$ cat src/rtl/uzorak_loader_if.sv
// Bus between the feature-word source, the sample loader and the network input.
// The slave modport is the loader side. The master modport is the producer/consumer side.
interface uzorak_loader_if #(
   parameter int N_FEAT = 60,
   parameter int W      = 16
);
   logic                  start;
   logic                  abort;
   logic [W-1:0]          in_data;
   logic                  in_valid;
   logic                  in_ready;
   logic [N_FEAT*W-1:0]   uzorak;
   logic                  uzorak_valid;
   logic                  uzorak_ack;
   logic                  busy;
   logic [5:0]            word_count;
   logic                  restart_err;

   // Word handshake: a word moves on any cycle where in_valid && in_ready.
   // in_ready depends only on loader state and never on in_valid.
   modport slave (
      input  start, abort, in_data, in_valid, uzorak_ack,
      output in_ready, uzorak, uzorak_valid, busy, word_count, restart_err
   );

   modport master (
      output start, abort, in_data, in_valid, uzorak_ack,
      input  in_ready, uzorak, uzorak_valid, busy, word_count, restart_err
   );
endinterface

$ cat src/rtl/uzorak_loader.sv
// Assembles N_FEAT words of W bits into one sample for the network input.
// Words are stored MSB-first. The sample is held until the consumer acknowledges it.
module uzorak_loader #(
   parameter int N_FEAT = 60,
   parameter int W      = 16
) (
   input  logic             clk,
   input  logic             rst,
   uzorak_loader_if.slave   bus,
   output logic [1:0]       state_dbg
);
   localparam int NW = N_FEAT * W;
   localparam int CW = 6;

   typedef enum logic [1:0] {
      S_IDLE = 2'd0,
      S_LOAD = 2'd1,
      S_HOLD = 2'd2
   } state_t;

   state_t          state_q, state_d;
   logic [NW-1:0]   shadow_q, shadow_d;
   logic [NW-1:0]   uzorak_q, uzorak_d;
   logic            valid_q, valid_d;
   logic            rerr_q, rerr_d;
   logic [CW-1:0]   wc_q, wc_d;

   logic            accept;
   logic            last_word;
   logic [NW-1:0]   shifted;

   assign accept    = bus.in_valid && (state_q == S_LOAD);
   assign last_word = (wc_q == CW'(N_FEAT - 1));
   assign shifted   = {shadow_q[NW-W-1:0], bus.in_data};

   always_ff @(posedge clk or posedge rst) begin
      if (rst) begin
         state_q  <= S_IDLE;
         shadow_q <= '0;
         uzorak_q <= '0;
         valid_q  <= 1'b0;
         rerr_q   <= 1'b0;
         wc_q     <= '0;
      end else begin
         state_q  <= state_d;
         shadow_q <= shadow_d;
         uzorak_q <= uzorak_d;
         valid_q  <= valid_d;
         rerr_q   <= rerr_d;
         wc_q     <= wc_d;
      end
   end

   // Priority inside LOAD is abort, then restart, then word accept.
   always_comb begin
      state_d  = state_q;
      shadow_d = shadow_q;
      uzorak_d = uzorak_q;
      valid_d  = valid_q;
      rerr_d   = rerr_q;
      wc_d     = wc_q;
      unique case (state_q)
         S_IDLE: begin
            if (bus.start) begin
               state_d  = S_LOAD;
               shadow_d = '0;
               wc_d     = '0;
            end
         end
         S_LOAD: begin
            if (bus.abort) begin
               state_d = S_IDLE;
               wc_d    = '0;
            end else if (bus.start) begin
               shadow_d = '0;
               wc_d     = '0;
               rerr_d   = 1'b1;
            end else if (accept) begin
               shadow_d = shifted;
               if (last_word) begin
                  uzorak_d = shifted;
                  valid_d  = 1'b1;
                  wc_d     = '0;
                  state_d  = S_HOLD;
               end else begin
                  wc_d = wc_q + CW'(1);
               end
            end
         end
         S_HOLD: begin
            if (bus.uzorak_ack) begin
               valid_d = 1'b0;
               if (bus.start) begin
                  state_d  = S_LOAD;
                  shadow_d = '0;
                  wc_d     = '0;
               end else begin
                  state_d = S_IDLE;
               end
            end
         end
         default: state_d = S_IDLE;
      endcase
   end

   always_comb begin
      bus.in_ready     = (state_q == S_LOAD);
      bus.busy         = (state_q == S_LOAD);
      bus.uzorak       = uzorak_q;
      bus.uzorak_valid = valid_q;
      bus.word_count   = wc_q;
      bus.restart_err  = rerr_q;
      state_dbg        = state_q;
   end
endmodule

$ cat src/flat_wrapper.sv
// flat-port wrapper written by rule: the top's interface ports become plain ports
module uzorak_loader_flat 
#(
   parameter int N_FEAT = 60,
   parameter int W      = 16
)
  (clk, rst, state_dbg, bus_start, bus_abort, bus_in_data, bus_in_valid, bus_uzorak_ack, bus_in_ready, bus_uzorak, bus_uzorak_valid, bus_busy, bus_word_count, bus_restart_err);
  uzorak_loader_if #(.N_FEAT(N_FEAT), .W(W)) bus_i ();
  input  logic clk;
  input  logic rst;
  output logic [1:0] state_dbg;
  input wire logic [$bits(bus_i.start)-1:0] bus_start;
  input wire logic [$bits(bus_i.abort)-1:0] bus_abort;
  input wire logic [$bits(bus_i.in_data)-1:0] bus_in_data;
  input wire logic [$bits(bus_i.in_valid)-1:0] bus_in_valid;
  input wire logic [$bits(bus_i.uzorak_ack)-1:0] bus_uzorak_ack;
  output wire logic [$bits(bus_i.in_ready)-1:0] bus_in_ready;
  output wire logic [$bits(bus_i.uzorak)-1:0] bus_uzorak;
  output wire logic [$bits(bus_i.uzorak_valid)-1:0] bus_uzorak_valid;
  output wire logic [$bits(bus_i.busy)-1:0] bus_busy;
  output wire logic [$bits(bus_i.word_count)-1:0] bus_word_count;
  output wire logic [$bits(bus_i.restart_err)-1:0] bus_restart_err;
  assign bus_i.start = bus_start;
  assign bus_i.abort = bus_abort;
  assign bus_i.in_data = bus_in_data;
  assign bus_i.in_valid = bus_in_valid;
  assign bus_i.uzorak_ack = bus_uzorak_ack;
  assign bus_in_ready = bus_i.in_ready;
  assign bus_uzorak = bus_i.uzorak;
  assign bus_uzorak_valid = bus_i.uzorak_valid;
  assign bus_busy = bus_i.busy;
  assign bus_word_count = bus_i.word_count;
  assign bus_restart_err = bus_i.restart_err;
  uzorak_loader #(.N_FEAT(N_FEAT), .W(W)) u_core (.clk(clk), .rst(rst), .bus(bus_i), .state_dbg(state_dbg));
endmodule
$ cat config.mk
export PLATFORM = sky130hd
export DESIGN_NAME = uzorak_loader_flat
export DESIGN_NICKNAME = d
export VERILOG_FILES = /design/src/rtl/uzorak_loader_if.sv /design/src/rtl/uzorak_loader.sv /design/src/flat_wrapper.sv
export SDC_FILE = /design/constraint.sdc
export NUM_CORES = 2
export LEC_CHECK = 0
export CAP_MARGIN = 15
export CORE_MARGIN = 2
export CORE_UTILIZATION = 30
export DETAILED_ROUTE_END_ITERATION = 8
export GPL_TIMING_DRIVEN = 1
export SLEW_MARGIN = 10
export SYNTH_ARGS = -nofsm -noshare
export SYNTH_HDL_FRONTEND = slang
export SYNTH_SLANG_ARGS = --single-unit
$ cat constraint.sdc
create_clock -name clk -period 67.2 [get_ports clk]
set_input_delay 6.72 -clock clk [delete_from_list [all_inputs] [get_ports clk]]
set_output_delay 6.72 -clock clk [all_outputs]
set_load 0.05 [all_outputs]
==> impl_results.md <==
* FP Rows at 180
* Total Die Area at about 250000 um^2
* Clock Tree Buf Depth at 3
* Critical Path Fanout Max at between 100 and 150
* Fin crit period at 12.23 ns
* CP Buf/Inv Count at 8
* Core footprint at ~240000 um^2
* Fmax achieved at a little over 0.08 GHz
* Setup Skew at ~0.076 ns
* Global Route Usage Sum at 0.176
* Crit-path cells: clkdlybuf4s50_1, inv_8, buf_12, buf_4, buf_4, buf_4, buf_4, buf_4
* Post-synth top flop: dfrtp_1
* Mapped Area at between 70000 and 80000 um^2
* Routability Congestion at 0.848
* Max rail drop VDD at 0.0000233 V
* Inserted Clock Buffers at 202
* Power Dens Cells at 25.9 nW/um^2
* Total Routed Length at approximately 220 mm
* CTS tree: yes
* Total grt overflow at 0
* Max stage delay on crit path at 0.89 ns
* Status: completed
* CTS root buffer: clkbuf_16
* Met2 routed WL at about 100 mm
* Final Net Count at between 7000 and 8000
* Share of the yosys chip area belonging to registers at 0.657
* Worst skew pair latency at slightly below 0.9 ns
* I/O Buffers at between 900 and 1000
* Crit end category: asynchronous set/reset pin
* Final setup fails at 0
* Vias at approximately 48000
* Vias per Instance at about 4.6
* WL per Instance at approximately 21 um
* Global-route wire length before repair at 329 mm
* Max_cap viols at 0
* Post-DP Area at 85400 um^2
* Dpl hpwl at about 150 mm
* Die H at 497 um
* Initial core utilization at 0.302
* Largest net degree at the start of global routing at between 200 and 300
* Post-synth EDFFs at 0
* Cells after synthesis at a little over 6000
* Post-cts gate resize count at 0
* Leakage power total at between 40 and 50 nW
* Die outline width at 497 um
* Syn_nets at around 6200
* Critical path arrival at roughly 13 ns
* Final Slew Violations at 0
* RSZ-0062 raised after global routing: no
* Final Hold Fails at 0
* Area Growth Syn to Fin at 26.6%
* CP Class: in2async
* Highest metal used: met5
* DRC at 0
* # Post-CTS Setup Buffers at 0
* Most used cell, CP: buf_4
* Setup_tns at 0 ns
* Worst-Margin Slew at around 1.2 ns
* Worst EP required at about 68 ns
* Post-synthesis cell type count at 40
* WL met3 at ~17 mm
* Final period util at 0.182
* Worst hold path class: reg2reg
* Number of detailed-route iterations in the first pass at 5
* WL met1 at between 90 and 100 mm
* Syn avg cell area at approximately 12 um^2
* Top delay family on crit path: buffers and inverters
* Layout cells sized above 1 at 0.134
* Sink Count at roughly 1900
* Vias in the first global route at around 48000
* Worst Setup Start Kind: primary input
* IO Pins at 994
* Slew Limit Headroom at 0.215
* Clock-pin slew on the worst setup and hold paths at roughly 0.060 ns
* Initial antenna violation count at 11
* Critical path's slowest cell: buf_4
* Hold_buf cts at 0
* Final Cell Area at about 92000 um^2
* Starting DRC count in detailed routing at around 3500
* Yosys warning count at 0
* Synth Register Bits at roughly 1900
* # H-tree levels at 4
* Antenna viol nets, final at 0
* Async SR Flop Fraction at 1.00
[per-layer routing]
metal,GRT usage,up-vias
li1,-,22246
met1,0.227,24252
met2,0.274,1072
met3,0.0594,305
met4,0.0605,2
met5,0,-
[synth_stat cells (2+ instances only)]
cell	number	share of area
nor2_1	2	0.00010
nand2_1	1894	0.098
dfrtp_1	1914	0.66
nor3_1	2	0.00014
nand2b_1	2	0.00017
or2_2	3	0.00026
buf_1	6	0.00031
buf_4	57	0.0059
a21oi_1	2	0.00014
clkbuf_2	30	0.0021
mux2_1	403	0.062
nor2b_1	3	0.00026
inv_1	3	0.00015
mux2_2	557	0.086
o31ai_1	2	0.00021
buf_2	164	0.011
nand3_1	2	0.00014
o21ai_0	343	0.024
o21ai_1	607	0.042
a21o_1	3	0.00031
clkbuf_1	164	0.0084
[metrics by stage]
stage | util | setup slack (ns) | cells | power, mW | hold WS [ns]
4_1_cts | 0.382 | 54.70 | 10364 | 2.42 | 0.468
3_5_place_dp | 0.354 | 53.75 | 9997 | 1.27 | 0.462
3_3_place_gp | 0.354 | 53.94 | 9997 | 1.27 | 0.460
6_report | 0.383 | 54.97 | 10371 | 2.39 | 0.462
2_1_floorplan | - | 6.43 | 6182 | 1.26 | 0.446
5_1_grt | 0.383 | 54.00 | 10367 | 2.48 | 0.500
[cell type report]
| cell class | instances | area (um^2) |
|---|---|---|
| flip-flops and latches | 1914 | 47900 |
| clock buffers | 280 | 5810 |
| inverters | 3 | 18.8 |
| repair buffers | 1054 | 10600 |
| clock inverters | 87 | 1020 |
| well taps | 3185 | 3990 |
| fillers | 23173 | 149000 |
| multi-input cells | 3843 | 23000 |
| diodes | 5 | 12.5 |
[sequential cells by signal (all words and copies together) (netlist names)]
register                 cells
u_core.bus.uzorak          960
u_core.shadow_q            944
u_core.state_dbg             2
u_core.bus.uzorak_valid      1
u_core.bus.restart_err       1
u_core.bus.word_count        6
[power by group]
part | internal, mW | switching [mW]
combinational | 0.00821 | 0.0856
sequential | 1.16 | 0.00257
clock | 0.650 | 0.485
[layout by cell type, fill, tap and decap left out, types with 3 or more instances in the layout]
master	instances
a21o_1	3
buf_12	11
buf_4	49
bufinv_16	11
clkbuf_1	34
clkbuf_16	204
clkbuf_8	42
clkdlybuf4s50_1	993
clkinv_16	7
clkinv_2	46
clkinv_4	3
clkinv_8	5
clkinvlp_4	8
dfrtp_1	1914
diode_2	5
inv_6	5
mux2_1	403
mux2_2	557
nand2_1	1894
o21ai_0	343
o21ai_1	607
or2_2	3
[logic make-up after synthesis]
kind of cell / synth area share
compound gates: 0.0666
simple gates: 0.0998
mux: 0.148
flops: 0.657
buf+inv: 0.0282
fa+ha+maj: 0.000172
[worst paths after layout]
check | start | end | slack [ns] | cells past startpoint
min in group asynchronous | rst | u_core.bus.uzorak[395] | 6.45 | 2
worst min-delay path | u_core.shadow_q[890] | u_core.bus.uzorak[906] | 0.46 | 1
worst max register to register | u_core.state_dbg[1] | u_core.shadow_q[183] | 61.06 | 9
worst min register to register | u_core.shadow_q[890] | u_core.bus.uzorak[906] | 0.46 | 1
max in group clk | bus_start | u_core.shadow_q[183] | 55.01 | 10
worst max-delay path | rst | u_core.bus.uzorak[2] | 54.97 | 8
No activity file was read; power rests on OpenSTA's default activity.
